**src/rtl/udma_tx_prefetch_buf.sv**
```systemverilog
// udma_tx_prefetch_buf
// TX prefetch buffer between one linear uDMA TX channel port and a peripheral
// serialiser. Reads are requested upstream only while a FIFO slot is reserved
// for every outstanding read, so the response path never has to stall. Each
// buffered word carries the datasize that was in force when it was granted.
module udma_tx_prefetch_buf #(
  parameter  int unsigned DATA_WIDTH = 32,
  parameter  int unsigned DEPTH      = 4,
  localparam int unsigned CW         = $clog2(DEPTH) + 1
) (
  input  logic                  clk_i,
  input  logic                  rst_i,
  input  logic                  cfg_en_i,
  input  logic [1:0]            cfg_datasize_i,
  input  logic                  flush_i,
  output logic                  ch_req_o,
  output logic [1:0]            ch_datasize_o,
  input  logic                  ch_gnt_i,
  input  logic                  ch_valid_i,
  input  logic [DATA_WIDTH-1:0] ch_data_i,
  output logic                  ch_ready_o,
  output logic                  per_valid_o,
  output logic [DATA_WIDTH-1:0] per_data_o,
  output logic [1:0]            per_datasize_o,
  input  logic                  per_ready_i,
  output logic [CW-1:0]         elements_o,
  output logic                  busy_o
);

  localparam int unsigned   AW       = $clog2(DEPTH);
  localparam logic [CW-1:0] LP_DEPTH = CW'(DEPTH);

  // Data FIFO storage (word plus its size tag)
  logic [DATA_WIDTH-1:0] r_data_mem [DEPTH];
  logic [1:0]            r_dsz_mem  [DEPTH];
  logic [AW-1:0]         r_wptr;
  logic [AW-1:0]         r_rptr;
  logic [CW-1:0]         r_count;

  // Size tag FIFO: one entry per outstanding read, in grant order
  logic [1:0]            r_tag_mem  [DEPTH];
  logic [AW-1:0]         r_tag_wptr;
  logic [AW-1:0]         r_tag_rptr;

  // Outstanding reads and stale responses still to be discarded
  logic [CW-1:0]         r_in_flight;
  logic [CW-1:0]         r_discard;

  logic                  w_full;
  logic [CW-1:0]         w_credit_used;
  logic                  w_req;
  logic                  w_gnt;
  logic                  w_rsp;
  logic                  w_drop;
  logic                  w_push;
  logic                  w_pop;
  logic [1:0]            w_rsp_tag;

  // Handshake decode; the request depends only on registered state and levels
  always_comb begin
    w_credit_used = r_count + r_in_flight;
    w_full        = (r_count == LP_DEPTH);
    w_req         = ~rst_i & cfg_en_i & ~flush_i & (w_credit_used < LP_DEPTH);
    w_gnt         = w_req & ch_gnt_i;
    w_rsp         = ch_valid_i & ~w_full;
    // a response landing in the flush cycle is stale as well
    w_drop        = w_rsp & (flush_i | (r_discard != '0));
    w_push        = w_rsp & ~w_drop;
    w_pop         = (r_count != '0) & per_ready_i & ~flush_i;
    w_rsp_tag     = r_tag_mem[r_tag_rptr];
  end

  // Size tag FIFO: push on grant, pop on every accepted response (kept or dropped)
  always_ff @(posedge clk_i or posedge rst_i) begin
    if (rst_i) begin
      r_tag_wptr <= '0;
      r_tag_rptr <= '0;
      for (int unsigned i = 0; i < DEPTH; i++) begin
        r_tag_mem[i] <= '0;
      end
    end else begin
      if (w_gnt) begin
        r_tag_mem[r_tag_wptr] <= cfg_datasize_i;
        r_tag_wptr            <= r_tag_wptr + 1'b1;
      end
      if (w_rsp) begin
        r_tag_rptr <= r_tag_rptr + 1'b1;
      end
    end
  end

  // Data FIFO: registered storage, no fall-through; flush empties it at once
  always_ff @(posedge clk_i or posedge rst_i) begin
    if (rst_i) begin
      r_wptr  <= '0;
      r_rptr  <= '0;
      r_count <= '0;
      for (int unsigned i = 0; i < DEPTH; i++) begin
        r_data_mem[i] <= '0;
        r_dsz_mem[i]  <= '0;
      end
    end else if (flush_i) begin
      // no push can happen in a flush cycle, so read pointer simply catches up
      r_rptr  <= r_wptr;
      r_count <= '0;
    end else begin
      if (w_push) begin
        r_data_mem[r_wptr] <= ch_data_i;
        r_dsz_mem[r_wptr]  <= w_rsp_tag;
        r_wptr             <= r_wptr + 1'b1;
      end
      if (w_pop) begin
        r_rptr <= r_rptr + 1'b1;
      end
      r_count <= r_count + CW'(w_push) - CW'(w_pop);
    end
  end

  // Outstanding-read and discard accounting
  always_ff @(posedge clk_i or posedge rst_i) begin
    if (rst_i) begin
      r_in_flight <= '0;
      r_discard   <= '0;
    end else begin
      r_in_flight <= r_in_flight + CW'(w_gnt) - CW'(w_rsp);
      if (flush_i) begin
        // everything still outstanding after this cycle is stale
        r_discard <= r_in_flight - CW'(w_rsp);
      end else if (w_rsp && (r_discard != '0)) begin
        r_discard <= r_discard - 1'b1;
      end
    end
  end

  // Output drive
  always_comb begin
    ch_req_o       = w_req;
    ch_datasize_o  = cfg_datasize_i;
    ch_ready_o     = ~w_full;
    per_valid_o    = (r_count != '0);
    per_data_o     = r_data_mem[r_rptr];
    per_datasize_o = r_dsz_mem[r_rptr];
    elements_o     = r_count;
    busy_o         = (r_in_flight != '0) | (r_count != '0);
  end

  // Upstream must never present data that has no reserved slot
  a_no_credit_violation: assert property (@(posedge clk_i) disable iff (rst_i)
    !(ch_valid_i && w_full));

  // A response must always correspond to an outstanding grant
  a_no_orphan_response: assert property (@(posedge clk_i) disable iff (rst_i)
    !(w_rsp && (r_in_flight == '0)));

  // Outstanding reads plus buffered words never exceed the FIFO size
  a_credit_bound: assert property (@(posedge clk_i) disable iff (rst_i)
    (({1'b0, r_count} + {1'b0, r_in_flight}) <= (CW + 1)'(DEPTH)));

endmodule

```
**config.mk**
```make
export PLATFORM = sky130hd
export DESIGN_NAME = udma_tx_prefetch_buf
export DESIGN_NICKNAME = d
export VERILOG_FILES = /design/src/rtl/udma_tx_prefetch_buf.sv
export SDC_FILE = /design/constraint.sdc
export NUM_CORES = 1
export LEC_CHECK = 0
export BUFFER_PORTS_ARGS = -buffer_cell sky130_fd_sc_hd__buf_2
export CORE_MARGIN = 10
export CORE_UTILIZATION = 35
export DETAILED_ROUTE_END_ITERATION = 10
export GPL_TIMING_DRIVEN = 0
export PLACE_DENSITY = 0.61
export SYNTH_ARGS = -nofsm -noshare
export SYNTH_HDL_FRONTEND = slang
export SYNTH_SLANG_ARGS = --single-unit
```
**constraint.sdc**
```tcl
create_clock -name clk_i -period 4.6 [get_ports clk_i]
set_input_delay 0.23 -clock clk_i [delete_from_list [all_inputs] [get_ports clk_i]]
set_output_delay 0.23 -clock clk_i [all_outputs]
set_load 0.1 [all_outputs]
```
---- Word level (Yosys, flattened, before mapping) ----
Index checks and enable logic that the tools add are counted.
word-level totals
  bits of input ports ..................... 41
  output and inout port bits .............. 43
  word-level logic and storage cells ...... 89
  flip-flop bits (word level) ............. 161
operators by class
  order comparisons ....................... 7
  reduce and logical (&&, ||, !) cells .... 9
  equal/unequal tests ..................... 1
  $add $sub $neg .......................... 11
  muxes and demuxes ....................... 23
  bitwise logic cells ..................... 19
operator list
  operator               count
  $bwmux W128            1
  $mux W32               3
  $bmux W32 S2           1
  $demux W32 S2          1
  $bwmux W8              2
  $mux W2                8
  $ge A3 B3 Y1 const B   4
  $not A2 Y3             4
  $and A1 B1 Y1          9
  $mux W3                3
  $reduce_bool A3 Y1     3
  $sub A3 B1 Y3          3
  $add A2 B1 Y2 const B  4
  $bmux W2 S2            2
  $demux W2 S2           2
  $add A3 B1 Y3          2
  $lt A3 B1 Y1 const B   2
  $not A1 Y1             4
  $reduce_bool A2 Y1     2
  $add A3 B3 Y3          1
  $eq A3 B3 Y1 const B   1
  $logic_and A1 B1 Y1    3
  $lt A3 B3 Y1 const B   1
  $sub A3 B1 Y3 const B  1
  2 further kinds        3

---- Logic depth before layout (Yosys ltp) ----
Gate-level depths: netlist of the first run.
  depth in word-level cells ............... 9
  gate-level depth with buffers ........... 13
  depth with buffers taken out ............ 13

---- Worst setup path before layout of the first run ----
Ideal clock, no wire load.
  path type ............................... register -> register
  from .................................... reg r_count[1], in the netlist elements_o[1]
  to ...................................... reg r_count[2], in the netlist elements_o[2]
  arrival ................................. 3.491 ns
  cell stages (with the launch flop) ...... 12
  data required time ...................... 4.465 ns
  slack ................................... 0.974 ns
  period minus slack after synthesis ...... 3.626 ns
  cell sequence ........................... dfrtp_1 -> or3b_2 -> nor4b_4 -> inv_1 -> ha_1 -> inv_1 -> ha_1 -> inv_1 -> fa_1 -> xor2_1 -> xnor2_1 -> nor2_1
on the way
  longest elaborated chain between the ends .. 9
  elaborated cells between the ends (all ways) .. 12
  those cells by class .................... add/sub (2); eq/ne (1); mux (1); bitwise (7); reduce/logical (1)
RTL lines
  item                    RTL line  text
  start, declared         38        logic [CW-1:0] r_count;
  start signal, assigned  115       r_count <= r_count + CW'(w_push) - CW'(w_pop);
  $eq A3 B3 Y1 *          62        w_full = (r_count == LP_DEPTH);
  $not A1 Y1 *            -
  named net ch_ready_o    21        output logic ch_ready_o,
  $and A1 B1 Y1 *         65        w_rsp = ch_valid_i & ~w_full;
  $and A1 B1 Y1           67        w_drop = w_rsp & (flush_i | (r_discard != '0));
  $not A1 Y1              68        w_push = w_rsp & ~w_drop;
  $and A1 B1 Y1 *         68
  $add A3 B1 Y3 *         115
  $sub A3 B1 Y3 *         115
  $mux W3 *               102       end else if (flush_i) begin
The timed path passes the listed nets; every way through them passes the cells marked *.
A chain may end at the register's enable or synchronous reset.

---- Final worst setup path of the first run ----
  from .................................... reg r_rptr[0]
  to ...................................... out per_data_o[0]
on the way
  longest elaborated chain between the ends .. 4
RTL lines
  item                                          RTL line  text
  start, declared                               37        logic [AW-1:0] r_rptr;
  start signal, assigned                        104       r_rptr <= r_wptr;
  start signal, assigned                        113       r_rptr <= r_rptr + 1'b1;
  $not A2 Y3 (not written as such)              141       per_data_o = r_data_mem[r_rptr];
  $bmux W32 S2                                  141
  $mux W32 (not written as such) (2 in series)  141
  end, declared                                 23        output logic [DATA_WIDTH-1:0] per_data_o,
No other way between the ends. The select of a mux whose other input is x is not followed.

==> reports/metrics.yaml, run 1 <==
outcome:
  status: "completed"
cts:
  max-clock-path-buffers: 2
  cts.sinks: 161
  cts_tree: "done"
  root_buffer: "clkbuf_16"
  cts_setup_buffers: 0
  numCtsBuffers: 17
  hold_buffers: 1
  clk_latency_ns: 0.42
  ctsHtreeMaxLevel: 4
  clk_pin_slew_worst_paths_ns: 0.06
  cts_resized: 0
global_routing:
  antenna_found_initial: 0
  grt_pass1_wl_mm: 25.6
  grtUsageTotal: 0.123
  grt_overflow: 0
  grt_max_degree: 103
  grt_pass1_vias: 4730
final_layout:
  diodes: 0
  final_cell_mix: "161 x dfrtp_1, 146 x mux2_2, 98 x buf_2, 36 x mux4_2"
  nFillCells: 1863
  layout-drive-gt1-share: 0.561
  register_area_sq_um: 4030
  final_core_util: 0.424
  multiInputGateArea_sq_um: 3070
  nets: 617
  final_common_cell: "dfrtp_1"
  final_area_sq_um: 8640
  area_growth_pct: 18.8
route:
  drt_iter0_markers: 205
  drt-met1-wl_mm: 6.81
  drc_errors: 0
  highest_layer: "met4"
  routed_wl_mm: 15.8
  dr_wl_met2_mm: 7.89
  wl_met3_microns: 850
  firstDrtPassIters: 4
  dr_total_vias: 4135
  wl_per_cell_microns: 18.8
  vias_per_cell: 4.93
  antenna_left: 0
critical_path:
  ff2ff_path_depth: 13
  reg2reg_from: "r_discard[0]$_DFFE_PP0P_"
  r2r_slack_ns: 1.80
  critPathKind: "reg2out"
  cpMostUsedCell: "buf_2"
  slowest_delay_ns: 0.59
  cp-start-kind: "flip-flop"
  r2r_end: "elements_o[2]$_DFF_PP0_"
  critPathCaptureType: "output port"
  cp_max_fo: 10
  critical-path-slowest-cell: "mux4_2"
  cp_top_family: "buffers and inverters"
  cp_data_arrival_time_ns: 2.72
  path_buf_inv: 3
  critical_path.cell_chain: "clkbuf_1 > buf_2 > mux4_2 > buf_2"
  crit_required_ns: 4.37
timing:
  rsz0062_at_grt: "false"
  skew_ns: 0.00676
  holdWs_ns: 0.0470
  drv_slew: 0
  setup_violations: 0
  slew_headroom: 0.478
  max_freq_mhz: 339
  finalSetupTns_ns: 0
  hold_viol: 0
  worst_slew_pin_slew_ns: 0.783
  min_period_ns: 2.95
  fin_crit_sh: 0.641
run:
  maxCapViolations: 0
synth:
  seq_area_frac_synth: 0.554
  synth.avg_cell_area_sq_um: 16.0
  syn_inst: 453
  synth_warnings: 0
  yosysUniqueCellTypes: 26
  ys_ff_latch: 161
  syn-cell-area_sq_um: 7270
  syn_nets: 513
die:
  fp.dieW_microns: 164
  rows: 52
  coreArea_sq_um: 20400
  fp.dieH_microns: 164
  dieArea_sq_um: 26900
  start_util: 0.357
  pin_count: 84
min_path:
  hp-start: "flush_i"
  whs_endpoint: "elements_o[0]$_DFF_PP0_"
  hold_depth: 2
  min_path_type: "in2reg"
placed_design:
  gp_congestion: 0.762
  io_buffers: 83
  dp_hpwl_mm: 11.2
  placed_area_sq_um: 8060
## metal layers
layer  GRT usage  up-vias
met5           0        -
met4      0.0370        0
met3      0.0385       15
met2       0.202       82
met1       0.151     2186
li1            -     1852
## stage by stage
step | std cells | setup WS [ns]
2_1_floorplan | 453 | 0.0217
3_5_place_dp | 807 | 1.79
6_report | 839 | 1.65
4_1_cts | 839 | 1.58
5_1_grt | 839 | 1.43
3_3_place_gp | 806 | -1.49
## sequential cells by signal, summed over array words and instances (netlist names)
| register | flops |
|---|---|
| r_tag_rptr | 2 |
| r_tag_mem | 8 |
| r_rptr | 2 |
| r_discard | 3 |
| r_data_mem | 128 |
| r_in_flight | 3 |
| r_dsz_mem | 8 |
| r_tag_wptr | 2 |
| elements_o | 3 |
| r_wptr | 2 |
## synth_stat cells
| master | number | share of area |
|---|---|---|
| nand2_2 | 4 | 0.0034 |
| xnor2_1 | 9 | 0.011 |
| fa_1 | 2 | 0.0055 |
| ha_1 | 17 | 0.029 |
| nand2b_1 | 1 | 0.00086 |
| nor4b_4 | 1 | 0.0033 |
| clkbuf_1 | 6 | 0.0031 |
| or3_1 | 1 | 0.00086 |
| nand3_1 | 6 | 0.0041 |
| nand2_1 | 6 | 0.0031 |
| nor2_1 | 5 | 0.0026 |
| buf_4 | 2 | 0.0021 |
| or4_1 | 1 | 0.0010 |
| buf_2 | 15 | 0.010 |
| mux2i_1 | 4 | 0.0055 |
| o21ai_0 | 3 | 0.0021 |
| mux4_2 | 36 | 0.11 |
| and2_1 | 1 | 0.00086 |
| or3b_2 | 1 | 0.0012 |
| nor2b_1 | 1 | 0.00086 |
| mux2_2 | 146 | 0.23 |
| xor2_1 | 5 | 0.0060 |
| inv_1 | 15 | 0.0077 |
| dfrtp_1 | 161 | 0.55 |
| and3_1 | 3 | 0.0026 |
| a31oi_1 | 1 | 0.00086 |
## worst reg2reg max path: cells and delay by family, from the launching register on
| family | cells | cell delay (ns) |
|---|---|---|
| xor gates and xnor gates | 2 | 0.29 |
| adders and majority gates | 4 | 0.97 |
| and+or+nand+nor | 3 | 0.71 |
| buffers and inverters | 4 | 0.33 |
| DFF | 1 | 0.36 |
## cells by family (layout without fill, tap and decap cells)
logic type                 Yosys count  in the layout  share of synthesized area
DFF                                161            161                      0.554
AOI/OAI and AO/OA                    4              4                    0.00293
xor gates and xnor gates            14             14                     0.0169
muxes                              186            186                      0.343
and+or+nand+nor                     31             31                     0.0248
adders and majority gates           19             19                     0.0348
buffers and inverters               38            154                     0.0232
## area by class of cell
cell class                      instances  area share
Inverter                               15     0.00710
Buffer                                 23      0.0130
Timing Repair Buffer                   85      0.0524
Tap cell                              270      0.0391
Multi-Input combinational cell        254       0.356
Sequential cell                       161       0.466
Clock buffer                           21      0.0533
Clock inverter                         10      0.0129
## how the worst max path moves through the flow
stage                                        start                           to  slack [ns]  depth (start not counted)
final                        r_rptr[0]$_DFFE_PP0P_                per_data_o[0]        1.65                          4
after global routing         r_rptr[0]$_DFFE_PP0P_                per_data_o[0]        1.43                          4
after CTS                    r_rptr[0]$_DFFE_PP0P_               per_data_o[21]        1.58                          4
after detailed placement  r_discard[0]$_DFFE_PP0P_      elements_o[2]$_DFF_PP0_        1.79                         13
after global placement                       rst_i  r_data_mem[107]$_DFFE_PP0P_       -1.49                          2
after floorplan                              rst_i      elements_o[0]$_DFF_PP0_        0.02                          1
Power of run 1 is left out: the tool's default activity adds up to more than one toggle a clock period on the data nets, which glitch-free logic cannot reach.
==> inputs of run 2 (changes only) <==
Clock period 4.6 ns to 2.6 ns, I/O delays scaled along.
==> reports/metrics.yaml, run 2 (synthesis results as in run 1) <==
outcome:
  status: "completed"
route:
  dr_total_vias: 4218
  drc_errors: 0
  wl_per_cell_microns: 18.1
  vias_per_cell: 4.84
  drt_iter0_markers: 174
  firstDrtPassIters: 4
  routed_wl_mm: 15.7
  antenna_left: 0
timing:
  slew_headroom: 0.432
  rsz0062_at_grt: "true"
  skew_ns: 0.00527
  max_freq_mhz: 402
  drv_slew: 0
  setup_violations: 0
  fin_crit_sh: 0.957
  holdWs_ns: 0.0112
  hold_viol: 0
  setup_ws_ns: 0.112
  worst_slew_pin_slew_ns: 0.850
  min_period_ns: 2.49
pwr:
  p_comb_frac: 0.472
  clkPwrFrac: 0.199
  p_sw_mw: 5.25
  p_leak_nw: 4.42
  power_mw: 11.9
  power_density_nw_per_um2: 1320
  p_seq_frac: 0.329
  power.internal_mw: 6.63
  vdd_ir_drop_max_v: 0.00125
  sw_frac_of_total: 0.442
critical_path:
  cp-start-kind: "flip-flop"
  r2r_end: "r_in_flight[2]$_DFF_PP0_"
  crit_required_ns: 2.90
  cp_max_fo: 6
  critPathCaptureType: "flip-flop"
  critPathKind: "reg2reg"
  cp_data_arrival_time_ns: 2.79
  r2r_slack_ns: 0.11
  reg2reg_from: "elements_o[1]$_DFF_PP0_"
  startpoint: "elements_o[1]$_DFF_PP0_"
  ff2ff_path_depth: 9
  cp-endpoint: "r_in_flight[2]$_DFF_PP0_"
die:
  pin_count: 84
  fp.dieH_microns: 164
  start_util: 0.357
  rows: 52
  coreArea_sq_um: 20400
  dieArea_sq_um: 26900
  fp.dieW_microns: 164
cts:
  numCtsBuffers: 17
  ctsHtreeMaxLevel: 4
  root_buffer: "clkbuf_16"
  cts_tree: "done"
  max-clock-path-buffers: 2
  clk_pin_slew_worst_paths_ns: 0.06
  cts.sinks: 161
  clk_latency_ns: 0.41
run:
  maxCapViolations: 0
final_layout:
  layout-drive-gt1-share: 0.552
  nFillCells: 1826
  area_growth_pct: 24.0
  final_common_cell: "dfrtp_1"
  final_cell_mix: "157 x dfrtp_1, 146 x mux2_2, 97 x buf_2, 36 x mux4_2, 32 x dlygate4sd3_1"
  reg.largest.list: "r_data_mem: 128 flops, r_dsz_mem: 8 flops, r_tag_mem: 8 flops"
  largest_register_ffs: 128
  diodes: 0
  regMostFlops: "r_data_mem"
  nets: 650
placed_design:
  pre_cts_ws_ns: -0.192
  io_buffers: 83
  gp_congestion: 0.756
  dp_hpwl_mm: 11.4
global_routing:
  grt_max_degree: 47
  grt_pass1_wl_mm: 25.2
  grtUsageTotal: 0.120
  grt_overflow: 0
  antenna_found_initial: 0
  grt_pass1_vias: 4752
min_path:
  min_path_type: "in2reg"
run 2: cell count changes in the layout (fill, tap and decap cells not counted), sizes merged:
| cell | delta |
|---|---|
| dlygate4sd3 | +31 |
| buf | +3 |
| clkbuf | +2 |
| clkinv | -2 |
| clkinvlp | -1 |
| inv | -1 |
run 2: worst min path at each step:
stage / from / to / slack (ns) / cells past startpoint
after detailed placement: rst_i / elements_o[0]$_DFF_PP0_ / 0.35 / 2
final: cfg_datasize_i[1] / r_tag_mem[1]$_DFFE_PP0P_ / 0.01 / 2
after floorplan: flush_i / elements_o[0]$_DFF_PP0_ / 0.19 / 1
after global routing: ch_data_i[12] / r_data_mem[108]$_DFFE_PP0P_ / 0.01 / 2
after CTS: cfg_datasize_i[1] / r_tag_mem[5]$_DFFE_PP0P_ / 0.0007 / 2
after global placement: flush_i / elements_o[0]$_DFF_PP0_ / 0.37 / 2
run 2: cell type report:
class                   count  area (sq um)  share of cell area
plain buffers              22           115              0.0128
clock inverters             6          82.6             0.00916
inverters                  15          60.1             0.00666
repair buffers            119           803              0.0891
flip-flops and latches    161          4030               0.448
clock buffers              24           472              0.0523
well taps                 270           338              0.0375
multi-input cells         254          3110               0.345
run 2: power groups by stage:
stage / Combinational [mW] / Sequential (mW) / Clock [mW]
2_1_floorplan: 4.63 / 3.86 / 0
3_3_place_gp: 5.50 / 3.83 / 0
3_5_place_dp: 5.64 / 3.91 / 0
4_1_cts: 5.67 / 3.91 / 2.43
5_1_grt: 5.93 / 4.03 / 2.54
6_report: 5.60 / 3.91 / 2.37
run 2: worst max-delay path, stage by stage, from the launching register on:
cell,delay [ns]
dfrtp_2,0.47
ha_1,0.31
a31oi_2,0.23
xnor2_2,0.20
nand2_2,0.14
ha_1,0.30
inv_1,0.03
ha_1,0.18
fa_1,0.39
xnor2_1,0.14
run 2: metal layers:
| layer | global-route usage | routed length [microns] |
|---|---|---|
| met5 | 0 | 0 |
| met1 | 0.150 | 7110 |
| met3 | 0.0328 | 658 |
| met2 | 0.199 | 7770 |
| met4 | 0.0357 | 193 |
run 2: timing repair:
action                                 in CTS  in global routing
setup buffers                               1                  0
hold buffers                               32                  0
endpoints found under the hold margin     146                  0
gates resized for setup                     6                  5
setup endpoints to repair                  36                  3
pin swaps                                   1                  1
run 2: metrics by stage:
| stage | cell area, sq um | TNS, ns | util | std cells |
|---|---|---|---|---|
| after global placement | 8040 | -67.11 | 0.395 | 806 |
| after detailed placement | 8100 | -0.329 | 0.398 | 809 |
| after CTS | 8990 | 0 | 0.441 | 871 |
| after floorplan | 7280 | -1.01 | - | 453 |
| final | 9010 | 0 | 0.443 | 871 |
| after global routing | 9010 | -0.0197 | 0.443 | 871 |
Power figures use the tool's default switching activity.
